--- src/rtl/vga_timing_gen_if.sv ---
// vga_timing_gen_if: raster timing bundle driven by vga_timing_gen
interface vga_timing_gen_if;
  logic       pix_tick;
  logic [9:0] h_line;
  logic [9:0] v_line;
  logic       valid_out;
  logic       frame_start;
  logic       hsync_n;
  logic       vsync_n;
  logic       blank_n;
  modport master (output pix_tick, h_line, v_line, valid_out, frame_start, hsync_n, vsync_n, blank_n);
  modport slave (input pix_tick, h_line, v_line, valid_out, frame_start, hsync_n, vsync_n, blank_n);
endinterface

--- src/rtl/vga_timing_gen.sv ---
// vga_timing_gen: VGA raster counters, active-video decode and pipelined sync/blank
module vga_timing_gen #(
  parameter int CLK_DIV  = 2,
  parameter int H_ACTIVE = 640,
  parameter int H_FP     = 16,
  parameter int H_SYNC   = 96,
  parameter int H_BP     = 48,
  parameter int V_ACTIVE = 480,
  parameter int V_FP     = 10,
  parameter int V_SYNC   = 2,
  parameter int V_BP     = 33,
  parameter int PIPE_DLY = 1
) (
  input  logic            clk,
  input  logic            rst_n,
  vga_timing_gen_if.master vif
);
  localparam int H_TOTAL = H_ACTIVE + H_FP + H_SYNC + H_BP;
  localparam int V_TOTAL = V_ACTIVE + V_FP + V_SYNC + V_BP;
  localparam logic [9:0]  H_LAST   = 10'(H_TOTAL - 1);
  localparam logic [9:0]  V_LAST   = 10'(V_TOTAL - 1);
  localparam logic [10:0] H_ACT    = 11'(H_ACTIVE);
  localparam logic [10:0] H_SS     = 11'(H_ACTIVE + H_FP);
  localparam logic [10:0] H_SE     = 11'(H_ACTIVE + H_FP + H_SYNC);
  localparam logic [10:0] V_ACT    = 11'(V_ACTIVE);
  localparam logic [10:0] V_SS     = 11'(V_ACTIVE + V_FP);
  localparam logic [10:0] V_SE     = 11'(V_ACTIVE + V_FP + V_SYNC);
  localparam logic [1:0]  DIV_LAST = 2'(CLK_DIV - 1);

  if (H_TOTAL > 1024 || V_TOTAL > 1024) begin : g_bad_total
    $error("vga_timing_gen: H_TOTAL and V_TOTAL must not exceed 1024");
  end
  if (CLK_DIV < 1 || CLK_DIV > 4) begin : g_bad_div
    $error("vga_timing_gen: CLK_DIV must be 1..4");
  end
  if (PIPE_DLY < 0 || PIPE_DLY > 3) begin : g_bad_dly
    $error("vga_timing_gen: PIPE_DLY must be 0..3");
  end

  logic [1:0]  r_div;
  logic        r_pix_tick;
  logic [9:0]  r_h;
  logic [9:0]  r_v;
  logic        r_valid;
  logic        r_frame_start;
  logic [2:0]  r_pipe [PIPE_DLY+1];
  logic        w_h_wrap;
  logic [9:0]  w_h_nxt;
  logic [9:0]  w_v_nxt;
  logic [10:0] w_h11;
  logic [10:0] w_v11;
  logic        w_valid_nxt;
  logic        w_hs_nxt;
  logic        w_vs_nxt;

  // pixel-clock enable: registered pulse on the divider's last count
  always_ff @(posedge clk or negedge rst_n) begin
    if (!rst_n) begin
      r_div      <= 2'd0;
      r_pix_tick <= 1'b0;
    end else begin
      r_div      <= (r_div == DIV_LAST) ? 2'd0 : r_div + 2'd1;
      r_pix_tick <= (r_div == DIV_LAST);
    end
  end

  // next raster position and the decodes that describe it
  always_comb begin
    w_h_wrap    = (r_h == H_LAST);
    w_h_nxt     = w_h_wrap ? 10'd0 : r_h + 10'd1;
    w_v_nxt     = !w_h_wrap ? r_v : (r_v == V_LAST) ? 10'd0 : r_v + 10'd1;
    w_h11       = {1'b0, w_h_nxt};
    w_v11       = {1'b0, w_v_nxt};
    w_valid_nxt = (w_h11 < H_ACT) && (w_v11 < V_ACT);
    w_hs_nxt    = !((w_h11 >= H_SS) && (w_h11 < H_SE));
    w_vs_nxt    = !((w_v11 >= V_SS) && (w_v11 < V_SE));
  end

  // raster counters and qualifiers, updated together on each pixel tick
  always_ff @(posedge clk or negedge rst_n) begin
    if (!rst_n) begin
      r_h           <= H_LAST;
      r_v           <= V_LAST;
      r_valid       <= 1'b0;
      r_frame_start <= 1'b0;
    end else if (r_pix_tick) begin
      r_h           <= w_h_nxt;
      r_v           <= w_v_nxt;
      r_valid       <= w_valid_nxt;
      r_frame_start <= (w_h_nxt == 10'd0) && (w_v_nxt == 10'd0);
    end
  end

  // sync/blank delay line; stage 0 holds the raw {hs, vs, blank} of the current count
  always_ff @(posedge clk or negedge rst_n) begin
    if (!rst_n) begin
      for (int i = 0; i <= PIPE_DLY; i++) r_pipe[i] <= 3'b110;
    end else if (r_pix_tick) begin
      r_pipe[0] <= {w_hs_nxt, w_vs_nxt, w_valid_nxt};
      for (int i = 1; i <= PIPE_DLY; i++) r_pipe[i] <= r_pipe[i-1];
    end
  end

  assign vif.pix_tick    = r_pix_tick;
  assign vif.h_line      = r_h;
  assign vif.v_line      = r_v;
  assign vif.valid_out   = r_valid;
  assign vif.frame_start = r_frame_start;
  assign vif.hsync_n     = r_pipe[PIPE_DLY][2];
  assign vif.vsync_n     = r_pipe[PIPE_DLY][1];
  assign vif.blank_n     = r_pipe[PIPE_DLY][0];
endmodule

--- src/flat_wrapper.sv ---
// flat-port wrapper written by rule: the top's interface ports become plain ports
module vga_timing_gen_flat 
#(
  parameter int CLK_DIV  = 2,
  parameter int H_ACTIVE = 640,
  parameter int H_FP     = 16,
  parameter int H_SYNC   = 96,
  parameter int H_BP     = 48,
  parameter int V_ACTIVE = 480,
  parameter int V_FP     = 10,
  parameter int V_SYNC   = 2,
  parameter int V_BP     = 33,
  parameter int PIPE_DLY = 1
)
  (clk, rst_n, vif_pix_tick, vif_h_line, vif_v_line, vif_valid_out, vif_frame_start, vif_hsync_n, vif_vsync_n, vif_blank_n);
  vga_timing_gen_if vif_i ();
  input  logic clk;
  input  logic rst_n;
  output wire logic [$bits(vif_i.pix_tick)-1:0] vif_pix_tick;
  output wire logic [$bits(vif_i.h_line)-1:0] vif_h_line;
  output wire logic [$bits(vif_i.v_line)-1:0] vif_v_line;
  output wire logic [$bits(vif_i.valid_out)-1:0] vif_valid_out;
  output wire logic [$bits(vif_i.frame_start)-1:0] vif_frame_start;
  output wire logic [$bits(vif_i.hsync_n)-1:0] vif_hsync_n;
  output wire logic [$bits(vif_i.vsync_n)-1:0] vif_vsync_n;
  output wire logic [$bits(vif_i.blank_n)-1:0] vif_blank_n;
  assign vif_pix_tick = vif_i.pix_tick;
  assign vif_h_line = vif_i.h_line;
  assign vif_v_line = vif_i.v_line;
  assign vif_valid_out = vif_i.valid_out;
  assign vif_frame_start = vif_i.frame_start;
  assign vif_hsync_n = vif_i.hsync_n;
  assign vif_vsync_n = vif_i.vsync_n;
  assign vif_blank_n = vif_i.blank_n;
  vga_timing_gen #(.CLK_DIV(CLK_DIV), .H_ACTIVE(H_ACTIVE), .H_FP(H_FP), .H_SYNC(H_SYNC), .H_BP(H_BP), .V_ACTIVE(V_ACTIVE), .V_FP(V_FP), .V_SYNC(V_SYNC), .V_BP(V_BP), .PIPE_DLY(PIPE_DLY)) u_core (.clk(clk), .rst_n(rst_n), .vif(vif_i));
endmodule
--- config.mk ---
export PLATFORM = sky130hd
export DESIGN_NAME = vga_timing_gen_flat
export DESIGN_NICKNAME = d
export VERILOG_FILES = /design/src/rtl/vga_timing_gen_if.sv /design/src/rtl/vga_timing_gen.sv /design/src/flat_wrapper.sv
export SDC_FILE = /design/constraint.sdc
export NUM_CORES = 1
export LEC_CHECK = 0
export CAP_MARGIN = 10
export CORE_ASPECT_RATIO = 1.4
export CORE_MARGIN = 2
export CORE_UTILIZATION = 58
export CTS_BUF_LIST = sky130_fd_sc_hd__clkbuf_4 sky130_fd_sc_hd__clkbuf_8 sky130_fd_sc_hd__clkbuf_16
export DETAILED_ROUTE_END_ITERATION = 6
export DONT_BUFFER_PORTS = 1
export GPL_TIMING_DRIVEN = 0
export PLACE_DENSITY = 0.84
export SLEW_MARGIN = 30
export SYNTH_ARGS = -nofsm -noshare
export SYNTH_HDL_FRONTEND = slang
export SYNTH_SLANG_ARGS = --single-unit
--- constraint.sdc ---
create_clock -name clk -period 6.27 [get_ports clk]
set_clock_uncertainty 0.05 [all_clocks]
set_input_delay 0.9405 -clock clk [delete_from_list [all_inputs] [get_ports clk]]
set_output_delay 0.9405 -clock clk [all_outputs]
set_load 0.03 [all_outputs]
==> metrics.txt, run 1 <==
GRT Overall Usage=0.2523; Die H=70.84 um; pwr dens=197.4 mW/mm2; maximum VDD drop=0.1612 mV; TNS Setup=0 ns; antenna violations before repair=0; Design Area, Final=0.002019 mm2; Clock transition at path regs=0.07 ns; fin crit period=3.053 ns; fin. max-slew vios=0; Total Power=0.3985 mW; largest net degree at the start of global routing=31; share of layout cells above drive strength 1=0.1863; die width=51.74 um; post-CTS setup buffer count=0; critical path peak fanout=10; Remaining DRCs=0; number of top-level pins=28; Initial Util=0.5983; CTS tree=yes; reg2reg setup slack=3.22 ns; DRT iter0 DRCs=50; Yosys top cell area share=0.2164; DP HPWL=2997 um; num rows=24; clk_lat worst skew=0.28 ns; Leakage=0.7171 nW; YS warnings=0; TritonRoute pass-1 iters=4; syn_area_per_cell=9.441 um2; Port Buf Inserts=0; routed vias=1529; Non-Filler Instances=243; Final setup viols=0; placed inst area=0.001899 mm2; placed cell count=235; Max Root-Sink Buffers=2; Post-Synthesis Cell Area=0.001851 mm2; Yosys top cell by area=dfrtp_1; sequential-to-total area share from yosys stat=0.4151; syn nets=201; worst flop-to-flop path startpoint=u_core.vif.h_line[0]; Placer Congestion=0.9334; crit end category=register; final worst path period share=0.4870; max-cap viol count=0; Mapped Cells=196; Nets=208; Clock Root Buffer=clkbuf_8; unrepaired setup endpoints after global routing=no; via/cell ratio=6.292; Main synth FF type=dfrtp_1; CP Launch Type=register; Worst Max-Slew Pin Slew=0.5579 ns; hold slack=0.2972 ns; cts bufs inserted=5; Sinks on Clock Net=30; WL per Instance=16.82 um; r2r endpoint=u_core.vif.frame_start; #FFs+latches synth=30; r2r worst-path depth=7; ys async rst share=1.000; H-tree level count=2; DIE AREA=0.003665 mm2; HP Class=primary input to asynchronous set/reset pin; antenna cells=0; Resize count post-CTS=0; vias in the first global route=1611; Crit Path Category=register to register; Area contributors post-synth=dfrtp_1 22%, dfstp_2 20%, xnor2_1 7.1%; area grow syn2layout=9.128%; Max-slew headroom=0.6281; Peak Freq=327.5 MHz; final WL=4088 um; status=completed; Core Box Area=0.003093 mm2; final hold vios=0; Hold Buf Count CTS=0; grt ovf=0; Data required, critical path=6.44 ns; global-route wire length before repair=6927 um; EDFF count, synth=0; post-route ant nets=0; Worst EP arrival=3.23 ns; Yosys cell types=48
-- cell usage after synthesis, types with 4 or more instances --
| cell type | number |
|---|---|
| nand2_1 | 23 |
| o21ai_0 | 16 |
| xor2_1 | 4 |
| xnor2_1 | 15 |
| dfrtp_1 | 16 |
| inv_1 | 7 |
| buf_2 | 4 |
| mux2_2 | 4 |
| dfstp_2 | 14 |
| o21ai_1 | 4 |
| clkbuf_1 | 5 |
| nand4_1 | 7 |
| nor2_1 | 8 |
| nor3_1 | 7 |
| a21oi_1 | 4 |
| nand3_1 | 11 |
-- critical path, cell delays in order, from the launching register on --
cell	delay, ns
dfstp_2	0.67
ha_1	0.31
nand4_1	0.47
nor3_2	0.64
nand2_1	0.12
a211o_1	0.29
nor4_2	0.25
a32o_1	0.19
-- placed cells by master, fill, tap and decap left out, drive strengths merged, types with 8 or more instances in the layout --
cell	count
clkbuf	12
dfrtp	16
dfstp	14
nand2	23
nand3	11
nor2	8
nor3	8
o21ai	20
xnor2	15
-- logic make-up after synthesis --
| group | after synthesis | synth area share |
|---|---|---|
| adder cells (fa/ha/maj) | 3 | 0.02029 |
| XOR/XNOR | 19 | 0.08993 |
| multiplexers | 7 | 0.04057 |
| flip-flops | 30 | 0.4151 |
| AO/OA/AOI/OAI | 44 | 0.1663 |
| buffers and inverters | 18 | 0.04327 |
| AND/OR/NAND/NOR | 75 | 0.2245 |
-- power breakdown --
group / switching (mW) / internal [mW]
registers: 0 / 0.194
clock network: 0.0707 / 0.134
logic: 0 / 0
-- final cells by class --
| type | count | area [um2] |
|---|---|---|
| buffer | 11 | 53.80 |
| fill | 249 | 1074 |
| multi-input combinational | 148 | 1002 |
| inverter | 7 | 26.28 |
| sequential | 30 | 768.2 |
| clock inverter | 1 | 30.03 |
| clock buffer | 7 | 90.09 |
| tap | 39 | 48.80 |
-- layer usage --
metal | wire, um | global-route usage | part of all wire | up-vias
met4 | 137 | 0.1433 | 0.034 | 0
met1 | 1631 | 0.2796 | 0.40 | 742
li1 | - | - | - | 724
met2 | 2125 | 0.4274 | 0.52 | 49
met5 | 0 | 0 | 0 | -
met3 | 193 | 0.06540 | 0.047 | 14
-- registers in the layout (all words and copies together), names as in the netlist --
| register | count |
|---|---|
| u_core.vif.v_line | 10 |
| u_core.vif.frame_start | 1 |
| u_core.vif.vsync_n | 1 |
| u_core.vif.blank_n | 1 |
| u_core.vif.h_line | 10 |
| u_core.vif.hsync_n | 1 |
| u_core.r_div | 2 |
| u_core.r_pipe | 3 |
| u_core.vif.pix_tick | 1 |
-- metrics by stage --
stage	setup WS, ns	utilization
3_5_place_dp	3.264	0.6141
6_report	3.217	0.6529
3_3_place_gp	3.337	0.6141
5_1_grt	2.986	0.6529
2_1_floorplan	3.664	-
4_1_cts	3.250	0.6529
-- worst max path at each step --
stage / from / endpoint
after global placement: u_core.vif.h_line[0] / u_core.vif.frame_start
after detailed placement: u_core.vif.h_line[0] / u_core.vif.frame_start
after global routing: u_core.vif.h_line[0] / u_core.vif.frame_start
after CTS: u_core.vif.h_line[0] / u_core.vif.frame_start
final: u_core.vif.h_line[0] / u_core.vif.frame_start
after floorplan: u_core.vif.h_line[0] / u_core.r_pipe[3]
(Power assumes the default switching activity.)
==> run 2: changes to the inputs <==
==> constraint.sdc (replaced) <==
create_clock -name clk -period 2.9 [get_ports clk]
set_clock_uncertainty 0.05 [all_clocks]
set_input_delay 0.435 -clock clk [delete_from_list [all_inputs] [get_ports clk]]
set_output_delay 0.435 -clock clk [all_outputs]
set_load 0.03 [all_outputs]
==> run 2 against run 1 <==
Total power increased by 120%. Via count increased by 0.72%. Critical path depth increased by 1. Cell count increased by 1.2%. Sequential cell count unchanged. Sequential share of layout area decreased by 0.81 points. Highest routed layer unchanged. Critical path type unchanged. Core utilization increased by 1.4 points. First-iteration DRC count increased by 44%. Global-route usage increased by 0.15 points. Non-clock buffer count increased by 3. Maximum frequency increased by 12%.
==> metrics.txt, run 2 (synthesized netlist as in run 1, its figures left out) <==
fin. max-slew vios=0 (unchanged); antenna violations before repair=0 (unchanged); HP Class=register to register; critical path peak fanout=10 (unchanged); num rows=24 (unchanged); Sinks on Clock Net=30 (unchanged); Total Power=0.8738 mW (+120%); Max Root-Sink Buffers=2 (unchanged); DRT iter0 DRCs=72 (+44%); DIE AREA=0.003665 mm2 (unchanged); final hold vios=0 (unchanged); unrepaired setup endpoints after global routing=no; area occupied by multi-input gates=0.001008 mm2 (+0.62%); Peak Freq=367.6 MHz (+12%); CP Launch Type=register; Crit Path Category=register to register; clk_lat worst skew=0.28 ns (about the same); hold slack=0.3673 ns (+0.07004 ns); fin crit period=2.721 ns (-0.3327 ns); H-tree level count=2 (unchanged); via/cell ratio=6.260 (-0.51%); share of layout cells above drive strength 1=0.1932 (+0.006962); crit end category=register; final WL=4190 um (+2.5%); antenna cells=0 (unchanged); WL per Instance=17.03 um (+1.2%); Leakage=0.7349 nW (+2.5%); vias in the first global route=1613 (+0.12%); post-route ant nets=0 (unchanged); TritonRoute pass-1 iters=4 (unchanged); DP HPWL=2997 um (unchanged); Worst Max-Slew Pin Slew=0.5589 ns (+0.001010 ns); Clock Root Buffer=clkbuf_8; pwr dens=423.5 mW/mm2 (+110%); Power Internal=0.7124 mW (+120%); Core Box Area=0.003093 mm2 (unchanged); Fillers=238 (-4.4%); status=completed; maximum VDD drop=0.3486 mV (+120%); Port Buf Inserts=0 (unchanged); GRT Overall Usage=0.2538 (+0.001523); commonest non-fill, non-tap cells in the layout=23 x nand2_1, 16 x o21ai_0, 16 x dfrtp_1; Final setup viols=0 (unchanged); Remaining DRCs=0 (unchanged); routed vias=1540 (+0.72%); Worst EP arrival=2.88 ns (-0.35 ns); largest net degree at the start of global routing=31 (unchanged); Clock transition at path regs=0.07 ns (about the same); Data required, critical path=3.06 ns (-3.38 ns); storage element area=768.2 um2 (unchanged); cts bufs inserted=5 (unchanged); die width=51.74 um (unchanged); switching power=0.1614 mW (+130%); area grow syn2layout=11.49%; Placer Congestion=0.9334 (unchanged); Max-slew headroom=0.6274 (-0.0006730); clock network power share=0.506 (-0.007); worst flop-to-flop path startpoint=u_core.vif.h_line[0]; global-route wire length before repair=6955 um (+0.40%); CTS tree=yes; grt ovf=0 (unchanged); max-cap viol count=0 (unchanged); Comb pwr share=0.014 (+0.014); Initial Util=0.5983 (unchanged); Die H=70.84 um (unchanged); Reg power frac=0.480 (-0.007); leading cell type in the layout, fill and taps excluded=nand2_1; Nets=211 (+1.4%); Crit. Startpoint=u_core.vif.h_line[0]; final worst path period share=0.9381 (+0.4512); hold_sp=u_core.r_div[1]; sw frac=0.1847 (+0.007298); number of top-level pins=28 (unchanged)
==> run 2: cell count changes in the layout (fill, tap and decap cells not counted), sizes merged <==
cell         previous run  this run
buf                     6         8
dlygate4sd3             0         1
==> run 2: worst paths after layout <==
check / cells past startpoint / slack [ns] / end
max: 8 / 0.18 / u_core.r_pipe[3]
min: 1 / 0.37 / u_core.vif.pix_tick
max reg2reg: 8 / 0.18 / u_core.r_pipe[3]
min reg2reg: 1 / 0.37 / u_core.vif.pix_tick
max in group asynchronous: 2 / 2.01 / u_core.vif.h_line[9]
min in group asynchronous: 2 / 0.55 / u_core.vif.blank_n
==> run 2: timing repair <==
action                                  in CTS  in global routing
setup buffers                                1                  0
hold buffers                                 2                  0
endpoints found under the setup margin       3                  0
endpoints found under the hold margin       30                  0
gates resized for setup                      1                  0
==> run 2: cell type report <==
cell class                      count  share of cell area
Clock buffer                        7             0.04366
Buffer                             11             0.02608
Clock inverter                      1             0.01455
Timing Repair Buffer                3             0.01819
Multi-Input combinational cell    148              0.4888
Sequential cell                    30              0.3723
Inverter                            7             0.01273
Tap cell                           39             0.02365
==> run 2: worst max-delay path: stages, from the launching register on <==
cell     delay, ns
dfstp_2       0.67
ha_1          0.30
nand4_1       0.10
buf_4         0.20
nor4_4        0.48
nand4_1       0.17
xnor2_1       0.19
a221o_1       0.37
o21ai_1       0.11
==> run 2: per-layer routing <==
metal / track usage / vias up / wire length, um
met5: 0 / - / 0
met4: 0.1404 / 0 / 119
met3: 0.06751 / 12 / 236
met2: 0.4373 / 65 / 2208
met1: 0.2748 / 734 / 1626
li1: - / 729 / -
==> run 2: power groups by stage <==
stage	logic, mW	registers (mW)	clock network [mW]
finish	0.0119	0.420	0.442
global route	0.0140	0.419	0.467
CTS	0.0127	0.420	0.451
detailed placement	0.000000301	0.427	0
global placement	0.000000301	0.427	0
floorplan	0.000000301	0.427	0
==> run 2: through the flow <==
stage | cells | instance area [um2] | utilization | setup WS (ns) | TNS, ns
6_report | 246 | 2063 | 0.6671 | 0.1795 | 0
4_1_cts | 246 | 2063 | 0.6671 | 0.2039 | 0
3_3_place_gp | 235 | 1899 | 0.6141 | -0.03307 | -0.03307
5_1_grt | 246 | 2063 | 0.6671 | 0.02335 | 0
3_5_place_dp | 235 | 1899 | 0.6141 | -0.1064 | -0.1795
2_1_floorplan | 196 | 1851 | - | 0.2942 | 0
